## config.mk

```make
export PLATFORM = sky130hd
export DESIGN_NAME = vga_clk_div_prog_flat
export DESIGN_NICKNAME = d
export VERILOG_FILES = /design/src/rtl/vga_pkg.sv /design/src/rtl/vga_clk_div_prog_if.sv /design/src/rtl/vga_div_ratio_reg.sv /design/src/rtl/vga_clk_div_prog.sv /design/src/flat_wrapper.sv
export SDC_FILE = /design/constraint.sdc
export NUM_CORES = 1
export LEC_CHECK = 0
export BUFFER_PORTS_ARGS = -buffer_cell sky130_fd_sc_hd__buf_2
export CORE_UTILIZATION = 53
export DETAILED_ROUTE_END_ITERATION = 12
export PLACE_DENSITY = 0.76
export SYNTH_ARGS = -nofsm -noshare
export SYNTH_HDL_FRONTEND = slang
export SYNTH_SLANG_ARGS = --single-unit
```

## constraint.sdc

```tcl
create_clock -name clk_i -period 4.01 [get_ports clk_i]
set_clock_uncertainty 0.15 [all_clocks]
set_input_delay 0 -clock clk_i [delete_from_list [all_inputs] [get_ports clk_i]]
set_output_delay 0 -clock clk_i [all_outputs]
set_load 0.02 [all_outputs]
```

## src/rtl/vga_pkg.sv

```systemverilog
// Shared VGA timing constants: pixel-rate divide ratios and duty-cycle helper.
package vga_pkg;

    localparam int unsigned DIV_W_DEF  = 8;

    localparam int unsigned DIV_100MHZ = 1;
    localparam int unsigned DIV_50MHZ  = 2;
    localparam int unsigned DIV_33MHZ  = 3;
    localparam int unsigned DIV_25MHZ  = 4;
    localparam int unsigned DIV_20MHZ  = 5;

    typedef enum logic [2:0] {
        ModeFull,
        ModeHalf,
        ModeThird,
        ModeVga,
        ModeFifth
    } pix_mode_e;

    function automatic int unsigned mode_ratio(pix_mode_e mode);
        int unsigned r;
        r = DIV_25MHZ;
        unique case (mode)
            ModeFull:  r = DIV_100MHZ;
            ModeHalf:  r = DIV_50MHZ;
            ModeThird: r = DIV_33MHZ;
            ModeVga:   r = DIV_25MHZ;
            ModeFifth: r = DIV_20MHZ;
            default:   r = DIV_25MHZ;
        endcase
        return r;
    endfunction

    // Number of high cycles in a period of n cycles.
    function automatic int unsigned ceil_half(int unsigned n);
        return (n + 1) / 2;
    endfunction

endpackage

```

## src/rtl/vga_clk_div_prog_if.sv

```systemverilog
// Ratio-load handshake between a mode controller (master) and the divider (slave).
interface vga_clk_div_prog_if #(
    parameter int unsigned DIV_W = 8
);
    logic [DIV_W-1:0] div_i;
    logic             div_load_i;
    logic             div_busy_o;
    logic             div_err_o;

    modport master (
        output div_i,
        output div_load_i,
        input  div_busy_o,
        input  div_err_o
    );

    modport slave (
        input  div_i,
        input  div_load_i,
        output div_busy_o,
        output div_err_o
    );
endinterface

```

## src/rtl/vga_div_ratio_reg.sv

```systemverilog
// Divide-ratio register with a one-deep pending slot applied at period boundaries.
module vga_div_ratio_reg
    import vga_pkg::*;
#(
    parameter int unsigned DIV_W       = DIV_W_DEF,
    parameter int unsigned DIV_DEFAULT = DIV_25MHZ
) (
    input  logic             clk_i,
    input  logic             rst_ni,
    input  logic [DIV_W-1:0] div_i,
    input  logic             div_load_i,
    input  logic             apply_now_i,
    output logic [DIV_W-1:0] n_o,
    output logic [DIV_W-1:0] n_next_o,
    output logic             busy_o,
    output logic             err_o
);

    logic [DIV_W-1:0] n_q, n_d;
    logic [DIV_W-1:0] pend_q, pend_d;
    logic             busy_q, busy_d;
    logic             err_q, err_d;
    logic             accept;

    always_comb begin
        accept = div_load_i && (div_i != '0) && !busy_q;
        n_d    = n_q;
        pend_d = pend_q;
        busy_d = busy_q;
        err_d  = div_load_i && !accept;
        if (busy_q && apply_now_i) begin
            n_d    = pend_q;
            busy_d = 1'b0;
        end
        // accept implies !busy_q, so this never collides with the pending apply above
        if (accept) begin
            if (apply_now_i) begin
                n_d = div_i;
            end else begin
                pend_d = div_i;
                busy_d = 1'b1;
            end
        end
    end

    always_ff @(posedge clk_i or negedge rst_ni) begin
        if (!rst_ni) begin
            n_q    <= DIV_W'(DIV_DEFAULT);
            pend_q <= '0;
            busy_q <= 1'b0;
            err_q  <= 1'b0;
        end else begin
            n_q    <= n_d;
            pend_q <= pend_d;
            busy_q <= busy_d;
            err_q  <= err_d;
        end
    end

    assign n_o      = n_q;
    assign n_next_o = n_d;
    assign busy_o   = busy_q;
    assign err_o    = err_q;

endmodule

```

## src/rtl/vga_clk_div_prog.sv

```systemverilog
// Programmable clock divider / clock-enable generator with registered outputs.
module vga_clk_div_prog
    import vga_pkg::*;
#(
    parameter int unsigned DIV_W       = DIV_W_DEF,
    parameter int unsigned DIV_DEFAULT = DIV_25MHZ
) (
    input  logic                clk_i,
    input  logic                rst_ni,
    input  logic                en_i,
    vga_clk_div_prog_if.slave   div_if,
    output logic                clk_o,
    output logic                clk_en_o,
    output logic [DIV_W-1:0]    phase_o
);

    logic [DIV_W-1:0] cnt_q, cnt_d;
    logic             clk_q, clk_d;
    logic             clk_en_q, clk_en_d;
    logic [DIV_W-1:0] n_cur, n_next, half;
    logic             wrap, apply_now;

    vga_div_ratio_reg #(
        .DIV_W       (DIV_W),
        .DIV_DEFAULT (DIV_DEFAULT)
    ) u_ratio (
        .clk_i       (clk_i),
        .rst_ni      (rst_ni),
        .div_i       (div_if.div_i),
        .div_load_i  (div_if.div_load_i),
        .apply_now_i (apply_now),
        .n_o         (n_cur),
        .n_next_o    (n_next),
        .busy_o      (div_if.div_busy_o),
        .err_o       (div_if.div_err_o)
    );

    // n_next differs from n_cur only on wrap or idle edges, so a fresh period
    // (or the idle parking position) always uses the ratio being installed.
    always_comb begin
        wrap      = en_i && (cnt_q == (n_cur - DIV_W'(1)));
        apply_now = !en_i || wrap;
        half      = DIV_W'(ceil_half(32'(n_next)));
        if (en_i) begin
            cnt_d = wrap ? '0 : cnt_q + DIV_W'(1);
        end else begin
            cnt_d = n_next - DIV_W'(1);
        end
        clk_d    = en_i && (cnt_d < half);
        clk_en_d = en_i && (cnt_d == '0);
    end

    always_ff @(posedge clk_i or negedge rst_ni) begin
        if (!rst_ni) begin
            cnt_q    <= DIV_W'(DIV_DEFAULT - 1);
            clk_q    <= 1'b0;
            clk_en_q <= 1'b0;
        end else begin
            cnt_q    <= cnt_d;
            clk_q    <= clk_d;
            clk_en_q <= clk_en_d;
        end
    end

    assign clk_o    = clk_q;
    assign clk_en_o = clk_en_q;
    assign phase_o  = cnt_q;

endmodule

```

## src/flat_wrapper.sv

```systemverilog
// flat-port wrapper written by rule: the top's interface ports become plain ports
module vga_clk_div_prog_flat import vga_pkg::*;
#(
    parameter int unsigned DIV_W       = DIV_W_DEF,
    parameter int unsigned DIV_DEFAULT = DIV_25MHZ
)
  (clk_i, rst_ni, en_i, clk_o, clk_en_o, phase_o, div_if_div_i, div_if_div_load_i, div_if_div_busy_o, div_if_div_err_o);
  vga_clk_div_prog_if #(.DIV_W(DIV_W)) div_if_i ();
  input  logic clk_i;
  input  logic rst_ni;
  input  logic en_i;
  output logic clk_o;
  output logic clk_en_o;
  output logic [DIV_W-1:0] phase_o;
  input wire logic [$bits(div_if_i.div_i)-1:0] div_if_div_i;
  input wire logic [$bits(div_if_i.div_load_i)-1:0] div_if_div_load_i;
  output wire logic [$bits(div_if_i.div_busy_o)-1:0] div_if_div_busy_o;
  output wire logic [$bits(div_if_i.div_err_o)-1:0] div_if_div_err_o;
  assign div_if_i.div_i = div_if_div_i;
  assign div_if_i.div_load_i = div_if_div_load_i;
  assign div_if_div_busy_o = div_if_i.div_busy_o;
  assign div_if_div_err_o = div_if_i.div_err_o;
  vga_clk_div_prog #(.DIV_W(DIV_W), .DIV_DEFAULT(DIV_DEFAULT)) u_core (.clk_i(clk_i), .rst_ni(rst_ni), .en_i(en_i), .div_if(div_if_i), .clk_o(clk_o), .clk_en_o(clk_en_o), .phase_o(phase_o));
endmodule
```

# Word level (Yosys, flattened, before mapping)
# Index checks and enable logic that the tools add are counted.
[op_classes]
addsub = 4
mul = 0
div_mod_pow = 0
n_lt_le_gt_ge = 1
n_eq_ne = 1
shifts = 0
mux = 8
bitwise = 1
n_reduce_logical = 14
[ops]
columns = ["cell", "n"]
rows = [
  ["two-way mux 8 bit", 5],
  ["subtractor 8 x 1 -> 8 bit, second input constant", 2],
  ["adder 8 x 1 -> 9 bit, second input constant", 1],
  ["adder 8 x 1 -> 8 bit, second input constant", 1],
  ["equality test 8 bit", 1],
  ["zero test 8 bit", 1],
  ["< comparator 8 bit", 1],
  ["nonzero test 8 bit", 1],
  ["logical AND 1 bit", 7],
  ["zero test 1 bit", 3],
  ["two-way mux 1 bit", 3],
  ["AND reduction 2 bit", 1],
  ["logical OR 1 bit", 1],
  ["inverter 1 bit", 1],
]
[word_totals]
ff_bits = 28
latchBits = 0
ramBits = 0
mem_bits_ro = 0
output_inout_bits = 12
word_cells = 36
n_memories = 0

# Longest topological paths before layout
# Gate-level depths: netlist of run 1.
[depth]
word_depth = 12
depth_mapped = 19
depth_no_buf = 19

# Hierarchy
# From an unflattened synthesis of run 1, not the netlist that was laid out.
[unflattened]
hier_cells = 226
area_unflattened_um2 = 2065.7
[by_module_without_submodules]
columns = ["module", "instances", "cells_each", "area_per_inst_um2", "seq_area_each_um2"]
rows = [
  ["vga_clk_div_prog", 1, 150, 1193.6, 252.7],
  ["vga_div_ratio_reg", 1, 76, 872.1, 451.7],
]

# Least setup slack after synthesis of run 1
# No wires, ideal clock.
[synth_path]
path_kind = "register -> register"
start = "register u_core.u_ratio.n_q[0], in the netlist u_core.u_ratio.n_o[0]"
end = "register u_core.clk_q, in the netlist u_core.clk_o"
setup_time_ns = 0.082
arrival_ns = 3.872
setup_slack_ns = -0.093
path_stages_with_launch = 18
synth_period_minus_slack_ns = 4.103
cell_sequence = "dfrtp_1 > or3_4 > a2111oi_4 > nor2_2 > a211oi_2 > nor2_1 > nor2_1 > o22ai_1 > inv_1 > ha_1 > inv_1 > nor3_1 > a311o_1 > o211ai_1 > ha_1 > and4_1 > a2111o_1 > a31oi_1"
[synth_between]
elab_chain_cells = 12
[synth_rtl]
columns = ["item", "line", "rtl"]
rows = [
  ["from (decl)", "vga_div_ratio_reg.sv:19", "logic [DIV_W-1:0] n_q, n_d;"],
  ["from (signal assigned)", "vga_div_ratio_reg.sv:48", "n_q <= DIV_W'(DIV_DEFAULT);"],
  ["from (signal assigned)", "vga_div_ratio_reg.sv:53", "n_q <= n_d;"],
  ["subtractor 8 x 1 -> 8 bit", "vga_clk_div_prog.sv:41", "wrap = en_i && (cnt_q == (n_cur - DIV_W'(1)));"],
  ["equality test 8 bit", "vga_clk_div_prog.sv:41", ""],
  ["logical AND 1 bit", "vga_clk_div_prog.sv:41", ""],
  ["logical OR 1 bit", "vga_clk_div_prog.sv:42", "apply_now = !en_i || wrap;"],
  ["logical AND 1 bit", "vga_div_ratio_reg.sv:31", "if (busy_q && apply_now_i) begin"],
  ["two-way mux 8 bit", "vga_div_ratio_reg.sv:31", ""],
  ["two-way mux 8 bit", "vga_div_ratio_reg.sv:37", "if (apply_now_i) begin"],
  ["two-way mux 8 bit *", "vga_div_ratio_reg.sv:36", "if (accept) begin"],
  ["net u_core.n_next[0]", "vga_clk_div_prog.sv:20", "logic [DIV_W-1:0] n_cur, n_next, half;"],
  ["subtractor 8 x 1 -> 8 bit *", "vga_clk_div_prog.sv:47", "cnt_d = n_next - DIV_W'(1);"],
  ["two-way mux 8 bit *", "vga_clk_div_prog.sv:44", "if (en_i) begin"],
  ["net u_core.cnt_d[6]", "vga_clk_div_prog.sv:17", "logic [DIV_W-1:0] cnt_q, cnt_d;"],
  ["< comparator 8 bit *", "vga_clk_div_prog.sv:49", "clk_d = en_i && (cnt_d < half);"],
  ["logical AND 1 bit *", "vga_clk_div_prog.sv:49", ""],
  ["net u_core.clk_d", "vga_clk_div_prog.sv:18", "logic clk_q, clk_d;"],
  ["to (signal assigned)", "vga_clk_div_prog.sv:60", "clk_q <= clk_d;"],
  ["to (decl)", "vga_clk_div_prog.sv:18", ""],
]
# Mark *: on every way through the listed nets, which the timed path passes. The rest lies on a longest branch.
# A chain may end at the register's enable or synchronous reset.

# Worst setup path after layout of run 1
[layout_path]
start = "register u_core.cnt_q[3], in the netlist u_core.phase_o[3]"
end = "register u_core.clk_q, in the netlist u_core.clk_o"
[layout_between]
elab_chain_cells = 11
[layout_rtl]
columns = ["item", "line", "rtl"]
rows = [
  ["from (decl)", "vga_clk_div_prog.sv:17", ""],
  ["from (signal assigned)", "vga_clk_div_prog.sv:55", "cnt_q <= DIV_W'(DIV_DEFAULT - 1);"],
  ["from (signal assigned)", "vga_clk_div_prog.sv:59", "cnt_q <= cnt_d;"],
  ["equality test 8 bit *", "vga_clk_div_prog.sv:41", ""],
  ["logical AND 1 bit *", "vga_clk_div_prog.sv:41", ""],
  ["logical OR 1 bit *", "vga_clk_div_prog.sv:42", ""],
  ["logical AND 1 bit", "vga_div_ratio_reg.sv:31", ""],
  ["two-way mux 8 bit", "vga_div_ratio_reg.sv:31", ""],
  ["two-way mux 8 bit", "vga_div_ratio_reg.sv:37", ""],
  ["two-way mux 8 bit *", "vga_div_ratio_reg.sv:36", ""],
  ["net u_core.n_next[0]", "vga_clk_div_prog.sv:20", ""],
  ["subtractor 8 x 1 -> 8 bit *", "vga_clk_div_prog.sv:47", ""],
  ["two-way mux 8 bit *", "vga_clk_div_prog.sv:44", ""],
  ["net u_core.cnt_d[4]", "vga_clk_div_prog.sv:17", ""],
  ["< comparator 8 bit *", "vga_clk_div_prog.sv:49", ""],
  ["logical AND 1 bit *", "vga_clk_div_prog.sv:49", ""],
  ["net u_core.clk_d", "vga_clk_div_prog.sv:18", ""],
]
# Marked as above.

==> results_dict.tcl, run 1 <==
set metrics [dict create \
    reg2reg_to "u_core.clk_o$_DFF_PN0_" \
    irDropWorstVdd_mv 0.229 \
    setup_viol 0 \
    startpoint "u_core.phase_o[3]$_DFF_PN0_" \
    worstPathArrival_ns 3.98 \
    hpwl_um 4300 \
    ys_types 56 \
    start_util_pct 57.1 \
    status "completed" \
    die_height_um 65.7 \
    hold_depth 2 \
    rows 22 \
    grt_pass1_vias 2054 \
    drive_gt1_share_pct 32.3 \
    maxCapViolCount 0 \
    report.final.slew_viol_count 0 \
    critical_path_class "reg2reg" \
    r2r_slack_ns 0.1 \
    cts_tree "built" \
    clk_latency_ns 0.29 \
    diodes 0 \
    finalCriticalPeriod_ns 3.91 \
    hold_viol_final 0 \
    relSlewSlack_pct 56.8 \
    synthArstFlopShare_pct 100 \
    cp_max_fo 7 \
    rsz0062_at_grt "yes" \
    final_common_cell "buf_4" \
    worst_pin_slew_ns 0.648 \
    hp-class "in2reg" \
    max_freq_ghz 0.256 \
    synth_warnings 0 \
    hold-path-endpoint "u_core.phase_o[2]$_DFF_PN0_" \
    totalWireLength_um 5930 \
    netlist_instances 240 \
    dieWidth_um 65.7 \
    antenna_found_initial 0 \
    gp_congestion 1.01 \
    ant_nets 0 \
    p_leak_uw 0.00119 \
    end_kind "register" \
    required_ns 4.08 \
    rr_worst_depth 17 \
    syn_to_final_growth_pct 26.4 \
    vias_per_cell 6.30 \
    ios 24 \
    power.density_mw_per_mm2 556 \
    clock_sink_count 28 \
    synth_nets 263 \
    synth-seq-cells 28 \
    post_drt_wl_per_cell_um 17.3 \
    drc 0 \
    vias 2156 \
    period_share_pct 97.5 \
    hold_start "en_i" \
    synth_area_per_cell_um2 8.97 \
    io_buffers 23 \
    core_area_mm2 0.00377 \
    syn_area_mm2 0.00215 \
    cts.path.max_buffers 2 \
    clk_pin_slew_ns 0.10 \
    synth-edff-count 0 \
    grt_max_degree 29 \
    clock_tree.root_cell "clkbuf_8" \
    critPathLaunchType "register" \
    cts_made_buffers 3 \
    synth_flop_cell "dfrtp_1" \
    ys_seq_area_share_pct 32.7 \
    fin_util_pct 72.2 \
    grt_overflow 0 \
    stdcell_count 342 \
    fin_nets 318 \
    grt_pass1_wl_um 9630 \
    htreeDepth 1 \
    place_inst 323 \
    final_cell_mix "26 x buf_4, 24 x dfrtp_1, 23 x buf_2" \
    drt_iter0_drc 181 \
    drt_pre_antenna_iters 5 \
    grt_usage_pct 29.8 \
    regToRegStartpoint "u_core.phase_o[3]$_DFF_PN0_" \
    dieArea_mm2 0.00432 \
]
[state kept, by name (all words and copies together), names as in the netlist]
register,cells
u_core.clk_o,1
u_core.clk_en_o,1
u_core.phase_o,8
u_core.u_ratio.busy_o,1
u_core.u_ratio.err_o,1
u_core.u_ratio.n_o,8
u_core.u_ratio.pend_q,8
[critical path, stage by stage (launching register included)]
cell       delay [ns]
dfrtp_1          0.49
xnor2_1          0.33
xnor2_2          0.16
o2111ai_2        0.16
a211oi_2         0.28
nor2_2           0.10
nor2_2           0.14
o22ai_2          0.09
inv_1            0.08
ha_2             0.17
inv_2            0.05
nor3_4           0.24
a21boi_2         0.10
o32ai_2          0.28
ha_1             0.30
and4_1           0.22
a2111o_1         0.35
a31oi_1          0.14
[kinds of logic (layout without fill, tap and decap cells)]
kind of cell | Yosys count | in the layout | synth area share, %
fa+ha+maj | 11 | 11 | 6.39
compound gates | 69 | 69 | 25.2
xor+xnor | 21 | 21 | 8.54
buf+inv | 24 | 78 | 4.30
flops | 28 | 28 | 32.7
mux | 8 | 8 | 4.18
simple gates | 79 | 79 | 18.7
[final cells by class]
| cell class | count | area (um^2) |
|---|---|---|
| multi-input combinational | 188 | 1430 |
| fill | 277 | 1050 |
| sequential | 28 | 706 |
| timing repair buffer | 59 | 410 |
| tap | 48 | 60.1 |
| inverter | 15 | 56.3 |
| clock buffer | 4 | 55.1 |
[repair_timing]
item                       in CTS  in global routing
hold buffers                   10                  0
buffers inserted                1                  4
hold endpoints to repair       37                  0
pin swaps                       3                 19
gates resized for setup         6                 14
setup endpoints to repair       1                  1
[power breakdown]
group	internal [uW]	total, uW	switching, uW
clock network	88.3	183	94.9
registers	365	457	91.9
logic	381	873	492
total	835	1510	678
[metal layers]
metal	vias to the layer above	share of wire [%]	GRT usage (%)
met1	1043	44	39.8
met5	-	0	0
met2	97	48	48.6
met4	0	2.3	12.0
li1	1000	-	-
met3	16	6.1	3.47
[how the worst max path moves through the flow]
stage,end,slack (ns),cells past startpoint
finish,u_core.clk_o$_DFF_PN0_,0.1,17
global route,u_core.clk_o$_DFF_PN0_,-0.13,18
CTS,u_core.clk_o$_DFF_PN0_,0.006,16
detailed placement,u_core.clk_o$_DFF_PN0_,-0.1,17
global placement,u_core.clk_o$_DFF_PN0_,0.04,17
floorplan,u_core.clk_o$_DFF_PN0_,0.0009,17
[cell usage after synthesis (all sizes together) (2+ instances only)]
master	count	share of area, %
dfrtp	25	29
nand2	23	4.0
nor2	20	3.8
inv	14	2.4
xnor2	12	4.9
ha	11	6.4
a21oi	9	2.3
a22oi	9	3.1
o21ai	9	2.1
xor2	9	3.7
mux2	8	4.2
nand3	8	1.9
clkbuf	7	1.2
nor3	6	1.4
o22ai	5	1.5
a22o	4	1.7
a31oi	4	1.2
nand4	4	1.2
o211ai	4	1.4
dfstp	3	3.7
nand2b	3	0.87
nor2b	3	0.87
o211a	3	1.4
a211oi	2	0.93
a21boi	2	0.70
a311o	2	0.93
a32oi	2	0.81
and4	2	0.81
buf	2	0.46
o32ai	2	0.81
or2	2	0.58
or3	2	0.81
or4	2	0.70
[through the flow]
step / hold WS (ns) / TNS (ns) / worst slack, ns / instance area (um^2) / total power (uW)
floorplan: -0.446 / 0 / 0.000889 / 2160 / 985
global placement: -0.0996 / 0 / 0.0397 / 2460 / 1220
detailed placement: -0.0967 / -0.0995 / -0.0995 / 2460 / 1230
CTS: 0.0628 / 0 / 0.00621 / 2650 / 1450
global route: 0.148 / -0.132 / -0.132 / 2720 / 1610
finish: 0.0801 / 0 / 0.0995 / 2720 / 1510
(Power assumes the default switching activity.)
==> run 2, diff against run 1 <==
CORE_ASPECT_RATIO = 0.6   (was not set)
==> run 2 against run 1 <==
  * The flow now finishes with violations (negative setup slack)
  * Largest power group unchanged
  * Total power rose by 10%
  * Critical path depth fell by 3
  * Wire length rose by 13%
  * Worst hold slack improved by 0.038 ns
  * Die area rose by 0.20%
  * Utilization rose by 3.6 points
  * Count of clock-buffer cells in the layout fell by 1
  * Critical endpoint unchanged
  * Cell area rose by 5.5%
  * Combinational power rose by 14%
==> results_dict.tcl, run 2 (synthesis gave the netlist of run 1 again) <==
set metrics [dict create \
    p_total_uw 1670 \
    clk_pin_slew_ns 0.10 \
    setup_viol 1 \
    fin_tns_setup_ns -0.0829 \
    grt_pass1_wl_um 9870 \
    finalWorstSetupSlack_ns -0.0829 \
    io_buffers 23 \
    ios 24 \
    stdcell_area_mm2 0.00287 \
    slowest_stage "dfrtp_1" \
    report.final.slew_viol_count 0 \
    worst_pin_slew_ns 0.760 \
    cp_max_fo 6 \
    worstPathArrival_ns 4.16 \
    p_leak_uw 0.00126 \
    drc 0 \
    clock_sink_count 28 \
    drt_pre_antenna_iters 5 \
    htreeDepth 1 \
    drive_gt1_share_pct 36.5 \
    reg2reg_to "u_core.clk_o$_DFF_PN0_" \
    rr_worst_depth 14 \
    vias_per_cell 6.29 \
    place_area_mm2 0.00249 \
    antenna_found_initial 0 \
    maxCapViolCount 0 \
    grt_pass1_vias 1948 \
    gp_congestion 0.976 \
    grt_max_degree 29 \
    violations "negative setup slack" \
    die_height_um 51.4 \
    clk_latency_ns 0.29 \
    totalWireLength_um 6720 \
    post_drt_wl_per_cell_um 19.0 \
    critical_path_class "reg2reg" \
    status "finished with violations" \
    max_freq_ghz 0.244 \
    regToRegStartpoint "u_core.u_ratio.n_o[6]$_DFF_PN0_" \
    dieArea_mm2 0.00433 \
    syn_to_final_growth_pct 33.3 \
    dieWidth_um 84.3 \
    fin_nets 331 \
    hpwl_um 4660 \
    clock_tree.root_cell "clkbuf_8" \
    irDropWorstVdd_mv 0.316 \
    nFillCells 269 \
    cts_tree "built" \
    hold_viol_final 0 \
    grt_usage_pct 30.6 \
    required_ns 4.08 \
    worst-path-buf-inv 2 \
    critPathLaunchType "register" \
    r2r_slack_ns -0.08 \
    hp-class "in2async" \
    final_cell_mix "39 x buf_4, 24 x dfrtp_1, 23 x buf_2" \
    vias 2228 \
    critPathTopFamily "compound AO/OA/AOI/OAI gates" \
    cts.path.max_buffers 2 \
    relSlewSlack_pct 49.3 \
    final_common_cell "buf_4" \
    end_kind "register" \
    cts_made_buffers 3 \
    period_share_pct 102 \
    power.density_mw_per_mm2 582 \
    rows 17 \
    ant_nets 0 \
    core_area_mm2 0.00379 \
    diodes 0 \
    finalCriticalPeriod_ns 4.09 \
    max_stage_delay_ns 0.45 \
    start_util_pct 56.9 \
    drt_iter0_drc 179 \
    cp_cell_sequence "xor2_1 > and4_1 > o2111ai_2 > buf_4 > a211o_1 > a21o_4 > buf_4 > a32o_1 > a311o_1 > o211ai_1 > ha_1 > and4_1 > a2111o_1 > a31oi_1" \
    rsz0062_at_grt "yes" \
    grt_overflow 0 \
]
## run 2: per-stage QoR
stage,hold slack (ns),worst slack (ns),util (%),std cells
6_report,0.118,-0.0829,75.8,354
5_1_grt,0.147,-0.245,75.8,354
4_1_cts,0.0980,0.0147,72.5,347
3_5_place_dp,-0.0951,-0.209,65.7,326
3_3_place_gp,-0.0931,-0.0883,65.7,326
2_1_floorplan,-0.446,0.000889,-,240
## run 2: worst max path at each step
| stage | slack, ns | startpoint | end | cells after the start |
|---|---|---|---|---|
| 2_1_floorplan | 0.0009 | u_core.u_ratio.n_o[0]$_DFF_PN0_ | u_core.clk_o$_DFF_PN0_ | 17 |
| 3_3_place_gp | -0.09 | u_core.u_ratio.n_o[0]$_DFF_PN0_ | u_core.clk_o$_DFF_PN0_ | 17 |
| 3_5_place_dp | -0.21 | u_core.u_ratio.n_o[0]$_DFF_PN0_ | u_core.clk_o$_DFF_PN0_ | 17 |
| 4_1_cts | 0.01 | u_core.u_ratio.n_o[0]$_DFF_PN0_ | u_core.clk_o$_DFF_PN0_ | 17 |
| 5_1_grt | -0.24 | u_core.u_ratio.n_o[6]$_DFF_PN0_ | u_core.clk_o$_DFF_PN0_ | 14 |
| 6_report | -0.08 | u_core.u_ratio.n_o[6]$_DFF_PN0_ | u_core.clk_o$_DFF_PN0_ | 14 |
## run 2: final cells by class
type	instances	area (um^2)	area share (%)
Multi-Input combinational cell	188	1470	51.2
Sequential cell	28	706	24.6
Timing Repair Buffer	72	508	17.7
Tap cell	47	58.8	2.05
Inverter	15	56.3	1.96
Clock buffer	3	41.3	1.44
Clock inverter	1	30.0	1.05
## run 2: routing by layer
layer	up-vias	GRT usage (%)	part of all wire, %
met2	137	46.4	44
li1	1027	-	-
met5	-	0	0
met4	0	6.90	1.0
met1	1050	44.4	46
met3	14	6.95	8.9
## run 2: worst register-to-register path, cell delays in order, from the launching register on
cell       delay (ns)
dfrtp_1          0.45
xor2_1           0.31
and4_1           0.26
o2111ai_2        0.17
buf_4            0.18
a211o_1          0.32
a21o_4           0.27
buf_4            0.14
a32o_1           0.25
a311o_1          0.36
o211ai_1         0.14
ha_1             0.29
and4_1           0.19
a2111o_1         0.40
a31oi_1          0.13
## run 2: what timing repair did
item | 4_1_cts | 5_1_grt
endpoints found under the setup margin | 1 | 1
endpoints found under the hold margin | 37 | 0
pin swaps | 16 | 24
setup buffers | 7 | 7
resized for setup | 8 | 17
hold buffers | 10 | 0
## run 2: where the power goes
| group | total (uW) | switching [uW] | internal, uW |
|---|---|---|---|
| logic | 993 | 549 | 443 |
| clock network | 230 | 96.2 | 134 |
| registers | 449 | 82.9 | 366 |
| total | 1670 | 728 | 943 |
